--- src/rtl/led_status_decoder_pkg.sv ---
// Shared definitions for the LED status bus.
// Used by the producer top and by the receive-side decoder.
// Contents:
//   - producer state encodings;
//   - the four leds[7:4] pattern codes;
//   - err_code bit positions;
//   - lock FSM encodings;
//   - the legal-transition helper.
package led_status_decoder_pkg;

  typedef enum logic [1:0] {
    ST_IDLE    = 2'd0,
    ST_COUNT   = 2'd1,
    ST_DISPLAY = 2'd2,
    ST_RESET   = 2'd3
  } prod_state_e;

  localparam logic [3:0] PAT_IDLE    = 4'b0001;
  localparam logic [3:0] PAT_COUNT   = 4'b0011;
  localparam logic [3:0] PAT_DISPLAY = 4'b0111;
  localparam logic [3:0] PAT_RESET   = 4'b1111;

  localparam int ERR_BUS   = 0;
  localparam int ERR_SEQ   = 1;
  localparam int ERR_TRANS = 2;

  typedef enum logic [1:0] {
    LK_UNLOCKED = 2'd0,
    LK_LOCKING  = 2'd1,
    LK_LOCKED   = 2'd2
  } lock_e;

  // The producer cycles IDLE -> COUNT -> DISPLAY -> RESET_ST -> IDLE.
  // This is a +1 step in the 2-bit encoding, so the wrap back to IDLE comes for free.
  // Holding the current state is always legal.
  function automatic logic trans_ok(input logic [1:0] from_st,
                                    input logic [1:0] to_st);
    logic [1:0] step_st;
    step_st = from_st + 2'd1;
    return (to_st == from_st) || (to_st == step_st);
  endfunction

endpackage

--- src/rtl/led_status_decoder_pattern_decode.sv ---
// led_pattern_decode: combinational decode of the leds[7:4] thermometer pattern.
// Ports:
//   pattern  in   4  leds[7:4] from the producer
//   valid    out  1  pattern is one of the four legal codes
//   state    out  2  producer state implied by the pattern
//                    (ST_IDLE when the pattern is not valid)
module led_pattern_decode
  import led_status_decoder_pkg::*;
(
  input  logic [3:0] pattern,
  output logic       valid,
  output logic [1:0] state
);

  always_comb begin
    valid = 1'b1;
    state = ST_IDLE;
    case (pattern)
      PAT_IDLE:    state = ST_IDLE;
      PAT_COUNT:   state = ST_COUNT;
      PAT_DISPLAY: state = ST_DISPLAY;
      PAT_RESET:   state = ST_RESET;
      default:     valid = 1'b0;
    endcase
  end

endmodule

--- src/rtl/led_status_decoder.sv ---
// led_status_decoder: receive-side decoder for the LED status bus.
// Recovers the producer state and the 8-bit count from {leds, counter_out, state_out}.
// Checks bus consistency, count sequence and state transitions.
// Tracks lock status.
// Ports:
//   clk          in   1      rising-edge clock
//   reset        in   1      asynchronous active-low reset
//   in_valid     in   1      sample strobe
//   leds         in   8      {pattern[3:0], count[3:0]}
//   counter_out  in   4      producer count low nibble
//   state_out    in   2      producer state
//   clear        in   1      synchronous clear of err_code / err_count
//   dec_state    out  2      decoded state of the last accepted sample
//   count_est    out  8      reconstructed producer count
//   locked       out  1      lock FSM is LOCKED
//   err_pulse    out  1      one-cycle flag: the last sample had an error
//   err_code     out  3      sticky {transition, sequence, bus} error flags
//   err_count    out  ERR_W  saturating count of erroneous samples
module led_status_decoder
  import led_status_decoder_pkg::*;
#(
  parameter int LOCK_COUNT = 4,
  parameter int ERR_W      = 8
) (
  input  logic             clk,
  input  logic             reset,
  input  logic             in_valid,
  input  logic [7:0]       leds,
  input  logic [3:0]       counter_out,
  input  logic [1:0]       state_out,
  input  logic             clear,
  output logic [1:0]       dec_state,
  output logic [7:0]       count_est,
  output logic             locked,
  output logic             err_pulse,
  output logic [2:0]       err_code,
  output logic [ERR_W-1:0] err_count
);

  localparam int RUN_W = $clog2(LOCK_COUNT + 1);

  logic             pat_valid;
  logic [1:0]       pat_state;
  logic             quiet;
  logic [3:0]       nib;
  logic [3:0]       prev_nib;
  logic [2:0]       err_flags;
  logic             any_err;
  logic             nib_wrap;
  logic [3:0]       cnt_hi;
  logic [RUN_W-1:0] run_inc;

  logic [1:0]       dec_state_q, dec_state_d;
  logic [7:0]       count_est_q, count_est_d;
  logic             prev_valid_q, prev_valid_d;
  logic             err_pulse_q, err_pulse_d;
  logic [2:0]       err_code_q, err_code_d;
  logic [ERR_W-1:0] err_count_q, err_count_d;
  logic [RUN_W-1:0] run_q, run_d;
  lock_e            lock_q, lock_d;

  led_pattern_decode u_pattern_decode (
    .pattern (leds[7:4]),
    .valid   (pat_valid),
    .state   (pat_state)
  );

  // An all-zero bus means the producer is held in reset.
  // That is a resync point, not an error.
  assign quiet    = (leds == 8'h00) && (counter_out == 4'h0) && (state_out == 2'b00);
  assign nib      = leds[3:0];
  // The previous accepted nibble and state live in the output registers.
  assign prev_nib = count_est_q[3:0];

  assign err_flags[ERR_BUS]   = !quiet &&
                                (!pat_valid || (nib != counter_out) || (pat_state != state_out));
  assign err_flags[ERR_SEQ]   = prev_valid_q && !quiet &&
                                (nib != prev_nib) && (nib != prev_nib + 4'd1);
  assign err_flags[ERR_TRANS] = prev_valid_q && !quiet && pat_valid &&
                                !trans_ok(dec_state_q, pat_state);
  assign any_err = |err_flags;

  // High nibble restarts at 0 after a resync.
  // Otherwise it advances only on the 15 -> 0 rollover.
  assign nib_wrap = prev_valid_q && (prev_nib == 4'hF) && (nib == 4'h0);
  assign cnt_hi   = !prev_valid_q ? 4'h0 :
                    nib_wrap      ? count_est_q[7:4] + 4'd1 : count_est_q[7:4];
  assign run_inc  = run_q + 1'b1;

  always_comb begin
    dec_state_d  = dec_state_q;
    count_est_d  = count_est_q;
    prev_valid_d = prev_valid_q;
    err_pulse_d  = 1'b0;
    err_code_d   = err_code_q;
    err_count_d  = err_count_q;
    run_d        = run_q;
    lock_d       = lock_q;

    if (in_valid) begin
      err_pulse_d = any_err;

      // On a pattern error the state and count are unknown, so they hold.
      if (quiet) begin
        dec_state_d  = ST_IDLE;
        count_est_d  = 8'h00;
        prev_valid_d = 1'b0;
      end else if (pat_valid) begin
        dec_state_d  = pat_state;
        count_est_d  = {cnt_hi, nib};
        prev_valid_d = 1'b1;
      end

      if (quiet || any_err) begin
        lock_d = LK_UNLOCKED;
        run_d  = '0;
      end else begin
        case (lock_q)
          LK_UNLOCKED: begin
            run_d  = RUN_W'(1);
            lock_d = (LOCK_COUNT <= 1) ? LK_LOCKED : LK_LOCKING;
          end
          LK_LOCKING: begin
            run_d = run_inc;
            if (run_inc >= RUN_W'(LOCK_COUNT)) lock_d = LK_LOCKED;
          end
          LK_LOCKED: lock_d = LK_LOCKED;
          default: begin
            lock_d = LK_UNLOCKED;
            run_d  = '0;
          end
        endcase
      end
    end

    // clear overrides a same-cycle error.
    // err_pulse and the lock FSM still react to that error above.
    if (clear) begin
      err_code_d  = 3'b000;
      err_count_d = '0;
    end else if (in_valid && any_err) begin
      err_code_d = err_code_q | err_flags;
      if (err_count_q != {ERR_W{1'b1}}) err_count_d = err_count_q + 1'b1;
    end
  end

  always_ff @(posedge clk or negedge reset) begin
    if (!reset) begin
      dec_state_q  <= 2'b00;
      count_est_q  <= 8'h00;
      prev_valid_q <= 1'b0;
      err_pulse_q  <= 1'b0;
      err_code_q   <= 3'b000;
      err_count_q  <= '0;
      run_q        <= '0;
      lock_q       <= LK_UNLOCKED;
    end else begin
      dec_state_q  <= dec_state_d;
      count_est_q  <= count_est_d;
      prev_valid_q <= prev_valid_d;
      err_pulse_q  <= err_pulse_d;
      err_code_q   <= err_code_d;
      err_count_q  <= err_count_d;
      run_q        <= run_d;
      lock_q       <= lock_d;
    end
  end

  assign dec_state = dec_state_q;
  assign count_est = count_est_q;
  assign locked    = (lock_q == LK_LOCKED);
  assign err_pulse = err_pulse_q;
  assign err_code  = err_code_q;
  assign err_count = err_count_q;

endmodule
--- config.mk ---
export PLATFORM = sky130hd
export DESIGN_NAME = led_status_decoder
export DESIGN_NICKNAME = d
export VERILOG_FILES = /design/src/rtl/led_status_decoder_pkg.sv /design/src/rtl/led_status_decoder_pattern_decode.sv /design/src/rtl/led_status_decoder.sv
export SDC_FILE = /design/constraint.sdc
export NUM_CORES = 1
export LEC_CHECK = 0
export BUFFER_PORTS_ARGS = -buffer_cell sky130_fd_sc_hd__buf_4
export CORE_MARGIN = 5
export CORE_UTILIZATION = 53
export CTS_CLUSTER_DIAMETER = 200
export DETAILED_ROUTE_END_ITERATION = 10
export PLACE_DENSITY = 0.89
export SYNTH_ARGS = -nofsm -noshare
export SYNTH_HDL_FRONTEND = slang
export SYNTH_SLANG_ARGS = --single-unit
--- constraint.sdc ---
create_clock -name clk -period 2.9 [get_ports clk]
set_input_delay 0.435 -clock clk [delete_from_list [all_inputs] [get_ports clk]]
set_output_delay 0.435 -clock clk [all_outputs]
set_load 0.05 [all_outputs]
==> results of run 1 <==
-- worst max path at each step --
| stage | from | end | slack [ns] | cells past startpoint |
|---|---|---|---|---|
| 3_3_place_gp | leds[2] | count_est[5]$_DFFE_PN0P_ | 0.59 | 7 |
| 5_1_grt | count_est[0]$_DFFE_PN0P_ | err_count[7]$_DFFE_PN0P_ | 0.33 | 7 |
| 3_5_place_dp | leds[2] | count_est[5]$_DFFE_PN0P_ | 0.49 | 7 |
| 2_1_floorplan | count_est[1]$_DFFE_PN0P_ | err_count[3]$_DFFE_PN0P_ | 0.49 | 7 |
| 4_1_cts | count_est[0]$_DFFE_PN0P_ | err_count[5]$_DFFE_PN0P_ | 0.54 | 7 |
| 6_report | count_est[0]$_DFFE_PN0P_ | err_count[7]$_DFFE_PN0P_ | 0.56 | 7 |
-- flip-flops by register name, summed over array words and instances, names as in the netlist --
name,count
count_est,8
dec_state,2
err_code,3
err_count,8
err_pulse,1
lock_q,2
prev_valid_q,1
run_q,3
-- placed cells by master (no fill, tap or decap), types with 2 or more instances in the layout --
cell	netlist	layout
buf_4	0	40
dfrtp_1	28	28
nor2_1	18	18
xnor2_1	11	11
inv_1	9	9
nand3_1	9	9
nor2b_1	8	8
nand2_1	7	7
ha_1	7	7
nor4_1	5	5
nand4_1	5	5
o2bb2ai_1	5	5
mux2_1	5	5
nor3_1	4	4
mux2_2	4	4
and3_1	4	4
xor2_1	3	3
o31ai_1	3	3
o21ai_0	3	3
a31oi_1	3	3
clkbuf_4	0	3
o2111ai_1	2	2
a211oi_2	2	2
nand2b_1	2	2
mux2i_1	2	2
nor4b_1	2	2
-- through the flow --
stage | cell area, µm² | hold WS [ns]
5_1_grt | 2161 | 0.3601
3_5_place_dp | 2115 | 0.3663
3_3_place_gp | 2115 | 0.3682
2_1_floorplan | 1772 | 0.1394
6_report | 2161 | 0.3701
4_1_cts | 2161 | 0.3621
-- kinds of logic after synthesis --
kind of cell	after synthesis	synth area share, %
AO/OA/AOI/OAI	30	14.48
XOR/XNOR	15	8.263
adder cells (fa/ha/maj)	7	4.943
buffers and inverters	13	2.754
flip-flops	28	39.55
multiplexers	12	7.697
AND/OR/NAND/NOR	73	22.32
-- what timing repair did --
item                                   4_1_cts  5_1_grt
hold buffers                                 1        0
setup buffers                                0        0
gates resized for setup                      0        0
endpoints found under the hold margin       28        0
-- layer usage --
metal | vias up | routed length, µm | track usage [%]
met2 | 35 | 2032 | 31.59
met5 | - | 0 | 0
met1 | 728 | 1740 | 23.93
met3 | 9 | 132 | 3.120
met4 | 0 | 68 | 7.444
li1 | 732 | - | -
-- critical path, cell delays in order (launching register included) --
cell	delay, ns
dfrtp_1	0.46
ha_1	0.32
xor2_1	0.14
nor3_1	0.29
a211oi_2	0.15
a211oi_4	0.42
nor4_1	0.13
mux2_1	0.32
-- power by group through the flow --
| stage | registers, µW | clock network (µW) | logic, µW |
|---|---|---|---|
| after floorplan | 535 | 0 | 134 |
| after global placement | 457 | 0 | 311 |
| after detailed placement | 458 | 0 | 318 |
| after CTS | 451 | 201 | 322 |
| final | 451 | 193 | 320 |
| after global routing | 456 | 214 | 346 |
-- final cells by class --
type	count	area, µm²
clock buffers	4	36.28
fillers	262	1124
inverters	9	33.78
multi-input cells	137	1022
flip-flops and latches	28	700.7
well taps	46	57.56
repair buffers	41	310.3
==> run summary, run 1 <==
Hold Crit Depth -> 2
Design Power -> 964.1 µW
Layout Cells excl Fill -> 265
CP required -> 3.13 ns
Register area share after synthesis -> 39.55%
Ys flop type -> dfrtp_1
Sw Share -> 35.99%
Area Growth Syn to Fin -> 21.96%
Share of layout cells above drive strength 1 -> 26.48%
Pins Over Slew Limit -> 0
Total track usage -> 18.73%
Final WS setup -> 0.5648 ns
Clock skew -> 0.005611 ns
Count of cell types in the netlist -> 49
Post-Syn Area -> 0.001772 mm²
Top cell type's share of synthesized area -> 39.55%
Vias in the first global route -> 1,497
Post-synth EDFFs -> 0
Setup CP Type -> reg2reg
RSZ-0062 raised after global routing -> false
Initial Utilization -> 53.94%
H-tree depth -> 1
Per-cell routed wire length -> 15.00 µm
Global-route wire length before repair -> 6644 µm
Synth Instances -> 178
Antenna fix cells -> 0
Worst-case clock buffer depth -> 2
First-pass iteration count of the detailed router -> 5
Reg2reg path depth -> 7
Psw -> 346.9 µW
Internal power -> 617.1 µW
GRT Residual Overflow -> 0
Logic pwr share -> 33.2%
Status -> completed
Worst-margin pin slew -> 0.5120 ns
Vias per cell -> 5.675
Fin. Hold Viols -> 0
Final ANT Viol Nets -> 0
Inserted Clock Buffers -> 3
WHS Endpoint -> count_est[0]$_DFFE_PN0P_
Worst VDD drop -> 0.2874 mV
Part of the power in the clock network -> 20.0%
CTS tree -> yes
Starting DRT DRC Count -> 74
Mean Syn Cell Area -> 9.953 µm²
Max_cap viols -> 0
Finished Core Util -> 65.79%
Row Count -> 21
Crit path max fanout -> 9
WL final -> 3974 µm
Fin Setup TNS -> 0 ns
Synth top area cells -> dfrtp_1, xnor2_1, ha_1
Flop pwr share -> 46.8%
Die Width -> 67.82 µm
Leak -> 0.0009957 µW
Vias after detailed routing -> 1,504
Initial antenna violation count -> 0
Die area -> 0.004599 mm²
I/O pin count -> 41
Yosys reg bits -> 28
HP Class -> in2reg
Core area -> 0.003284 mm²
Commonest cells in the netlist -> dfrtp_1, nor2_1, xnor2_1, inv_1, nand3_1
Arr. time, crit path -> 2.56 ns
Critical path capture point type -> register
FF-to-FF setup slack -> 0.56 ns
Min cycle time layout -> 2.335 ns
Final Net Count -> 245
Die H -> 67.82 µm
Power Density -> 446.2 mW/mm²
Final setup fails -> 0
R2R Path Start -> count_est[0]$_DFFE_PN0P_
Largest net degree at the start of global routing -> 29
FMAX -> 0.4282 GHz
Min-delay src -> leds[0]
Pre-CTS setup slack -> 0.4898 ns
R2R Path End -> err_count[7]$_DFFE_PN0P_
Synthesized Nets -> 203
Clock Sinks -> 28
Routability Congestion -> 0.7945
Final HPWL DP -> 3056 µm
Top-count cell post-synth -> dfrtp_1
Clk Latency, worst-skew pair -> 0.33 ns
Type of origin of the critical path -> register
YS warnings -> 0
Largest area contributor in the netlist -> dfrtp_1
FFs w/ async S/R, synth -> 100.0%
DR DRC count -> 0
Clock slew at reported path FFs -> 0.15 ns
Slew headroom -> 65.87%
Fin crit share -> 80.53%
IO buf count -> 40
Root Driver -> clkbuf_4
Dpl cells -> 260
Note: power is estimated with default switching activity, not from simulation.
==> inputs of run 2 (changes only) <==
CORE_UTILIZATION = 48   (was 53)
PLACE_DENSITY = 0.85   (was 0.89)
clock period = 2.1 ns   (was 2.9 ns; I/O delays follow)
==> run 2 against run 1 <==
  * The flow now finishes with violations (negative setup slack)
  * Worst setup slack worse by 0.61 ns
  * Cell count is 4.2% higher
  * Final area is 10% higher
  * Largest power group unchanged
  * Register-to-register slack worse by 0.61 ns
  * Critical path type unchanged
  * First-iteration DRC count is 4.1% higher
  * Sequential share of layout area is 2.8 points lower
  * Highest routed layer unchanged
  * Clock skew is 0.0024 ns lower
  * Non-clock buffer count is 9 higher
  * Count of clock-buffer cells in the layout stayed put
  * Flip-flop and latch count stayed put
==> run summary, run 2 (synthesized netlist as in run 1, its figures left out) <==
Initial antenna violation count -> 0 (unchanged)
R2R Path End -> err_count[3]$_DFFE_PN0P_
Clock skew -> 0.003224 ns (-0.002387 ns)
Layout Cells excl Fill -> 276 (+4.2%)
Total track usage -> 17.05% (-1.7 points)
Setup CP Type -> reg2reg
Crit path depth -> 8 (+1)
Power Density -> 616.7 mW/mm² (+38%)
Antenna fix cells -> 0 (unchanged)
Pins Over Slew Limit -> 0 (unchanged)
Worst Path Buf+Inv -> 1 (+1)
Global-route wire length before repair -> 7058 µm (+6.2%)
H-tree depth -> 1 (unchanged)
Arr. time, crit path -> 2.31 ns (-0.25 ns)
Slew headroom -> 60.50% (-5.4 points)
CTS tree -> yes
GRT Residual Overflow -> 0 (unchanged)
Critical-path top delay cell -> dfrtp_2
CP required -> 2.27 ns (-0.86 ns)
RSZ-0062 raised after global routing -> true
Cells along the critical path -> ha_4, xor2_2, nor3_2, a211oi_2, a211oi_4, buf_12, nor4b_4, mux2_4
Hold Crit Depth -> 2 (unchanged)
Post-route cell area -> 0.002381 mm² (+10%)
Final setup fails -> 5 (+5)
Die area -> 0.005006 mm² (+8.9%)
FMAX -> 0.4667 GHz (+9.0%)
Crit path max fanout -> 9 (unchanged)
Area Growth Syn to Fin -> 34.39%
Final HPWL DP -> 3097 µm (+1.4%)
FF-to-FF setup slack -> -0.04 ns (-0.61 ns)
Vias after detailed routing -> 1,551 (+3.1%)
Inserted Clock Buffers -> 3 (unchanged)
Vias in the first global route -> 1,480 (-1.1%)
WL final -> 4418 µm (+11%)
Share of layout cells above drive strength 1 -> 36.84% (+10 points)
Row Count -> 22 (+4.8%)
Clock Sinks -> 28 (unchanged)
Placed Area -> 0.002225 mm² (+5.2%)
DR DRC count -> 0 (unchanged)
Max_cap viols -> 0 (unchanged)
Vias per cell -> 5.620 (-0.99%)
Clock slew at reported path FFs -> 0.10 ns (-0.05 ns)
Per-cell routed wire length -> 16.01 µm (+6.7%)
Final WS setup -> -0.04264 ns (-0.6074 ns)
Initial Utilization -> 49.13% (-4.8 points)
Largest net degree at the start of global routing -> 29 (unchanged)
Final ANT Viol Nets -> 0 (unchanged)
Fillers -> 295 (+13%)
Worst-margin pin slew -> 0.5911 ns (+0.07910 ns)
WHS Endpoint -> count_est[3]$_DFFE_PN0P_
CP max stage delay -> 0.43 ns (-0.03 ns)
Min cycle time layout -> 2.143 ns (-0.1926 ns)
Root Driver -> clkbuf_8
Leak -> 0.001055 µW (+6.0%)
Most frequent cells in the layout -> buf_4, dfrtp_1, nor2_1, xnor2_1
Worst-case clock buffer depth -> 2 (unchanged)
Clk Latency, worst-skew pair -> 0.27 ns (-0.06 ns)
Design Power -> 1468 µW (+52%)
Worst VDD drop -> 0.3711 mV (+29%)
Fin crit share -> 102.0% (+22 points)
IO buf count -> 40 (unchanged)
Reg2reg path depth -> 8 (+1)
R2R Path Start -> count_est[1]$_DFFE_PN0P_
Fin. Hold Viols -> 0 (unchanged)
Core area -> 0.003606 mm² (+9.8%)
Type of origin of the critical path -> register
Critical path capture point type -> register
Dpl cells -> 270 (+3.8%)
HP Class -> in2reg
Starting DRT DRC Count -> 77 (+4.1%)
I/O pin count -> 41 (unchanged)
Failing checks -> negative setup slack
Leading cell type in the layout, fill and taps excluded -> buf_4
Routability Congestion -> 0.7983 (+0.48%)
First-pass iteration count of the detailed router -> 4 (-1)
Min-delay src -> leds[3]
Crit-path leading delay family -> flip-flops
Final Net Count -> 254 (+3.7%)
Status -> complete, but fails checks
Die Width -> 70.76 µm (+4.3%)
Die H -> 70.76 µm (+4.3%)
==> run 2: cell count changes in the layout (fill, tap and decap cells not counted), moves of 2 or more <==
cell / change
nor4b_1: -2
mux2_4: +4
nor4_1: -3
clkbuf_4: -3
clkbuf_8: +3
nor4b_4: +2
dfrtp_1: -4
buf_4: +8
nor4_4: +2
dfrtp_2: +4
mux2_1: -4
==> run 2: per-stage QoR <==
stage	setup TNS [ns]	setup WS (ns)	hold slack, ns	util (%)
floorplan	-0.04223	-0.02116	0.01941	-
global placement	-0.02830	-0.02480	0.2541	61.69
detailed placement	-0.1401	-0.05620	0.2564	61.69
CTS	-0.06709	-0.02115	0.3135	65.13
global route	-0.6811	-0.1203	0.3136	66.03
finish	-0.1492	-0.04264	0.3164	66.03
==> run 2: final cells by class <==
type                    count  area (µm²)  share of cell area (%)
well taps                  48       60.06                   2.522
clock buffers               4       55.05                   2.312
multi-input cells         137        1136                   47.71
inverters                   9       33.78                   1.419
repair buffers             50       390.4                   16.40
flip-flops and latches     28       705.7                   29.64
==> run 2: what timing repair did <==
action | in CTS | in global routing
gates resized for setup | 9 | 4
hold buffers | 1 | 0
buffers inserted | 1 | 1
setup endpoints to repair | 6 | 7
pin swaps | 4 | 1
hold endpoints to repair | 28 | 0
==> run 2: how the worst max path moves through the flow <==
stage / end / slack (ns) / start
after global placement: err_count[2]$_DFFE_PN0P_ / -0.02 / count_est[0]$_DFFE_PN0P_
after global routing: err_count[4]$_DFFE_PN0P_ / -0.12 / count_est[1]$_DFFE_PN0P_
after floorplan: err_count[2]$_DFFE_PN0P_ / -0.02 / count_est[0]$_DFFE_PN0P_
after CTS: err_count[4]$_DFFE_PN0P_ / -0.02 / count_est[0]$_DFFE_PN0P_
final: err_count[3]$_DFFE_PN0P_ / -0.04 / count_est[1]$_DFFE_PN0P_
after detailed placement: err_count[2]$_DFFE_PN0P_ / -0.06 / count_est[0]$_DFFE_PN0P_
==> run 2: worst register-to-register path: stages, from the launching register on <==
cell,delay (ns)
dfrtp_2,0.43
ha_4,0.28
xor2_2,0.15
nor3_2,0.07
a211oi_2,0.31
a211oi_4,0.07
buf_12,0.16
nor4b_4,0.24
mux2_4,0.32
==> run 2: power by group <==
part / switching, µW / internal (µW) / total (µW)
registers: 42.6 / 578 / 621
logic: 302 / 209 / 511
clock network: 169 / 168 / 337
total: 513 / 955 / 1470
==> run 2: metal layers <==
| layer | part of all wire, % | vias to the layer above | track usage [%] |
|---|---|---|---|
| li1 | - | 750 | - |
| met4 | 1.2 | 0 | 3.967 |
| met2 | 53 | 21 | 30.90 |
| met1 | 43 | 774 | 21.54 |
| met3 | 2.1 | 6 | 2.131 |
| met5 | 0 | - | 0 |
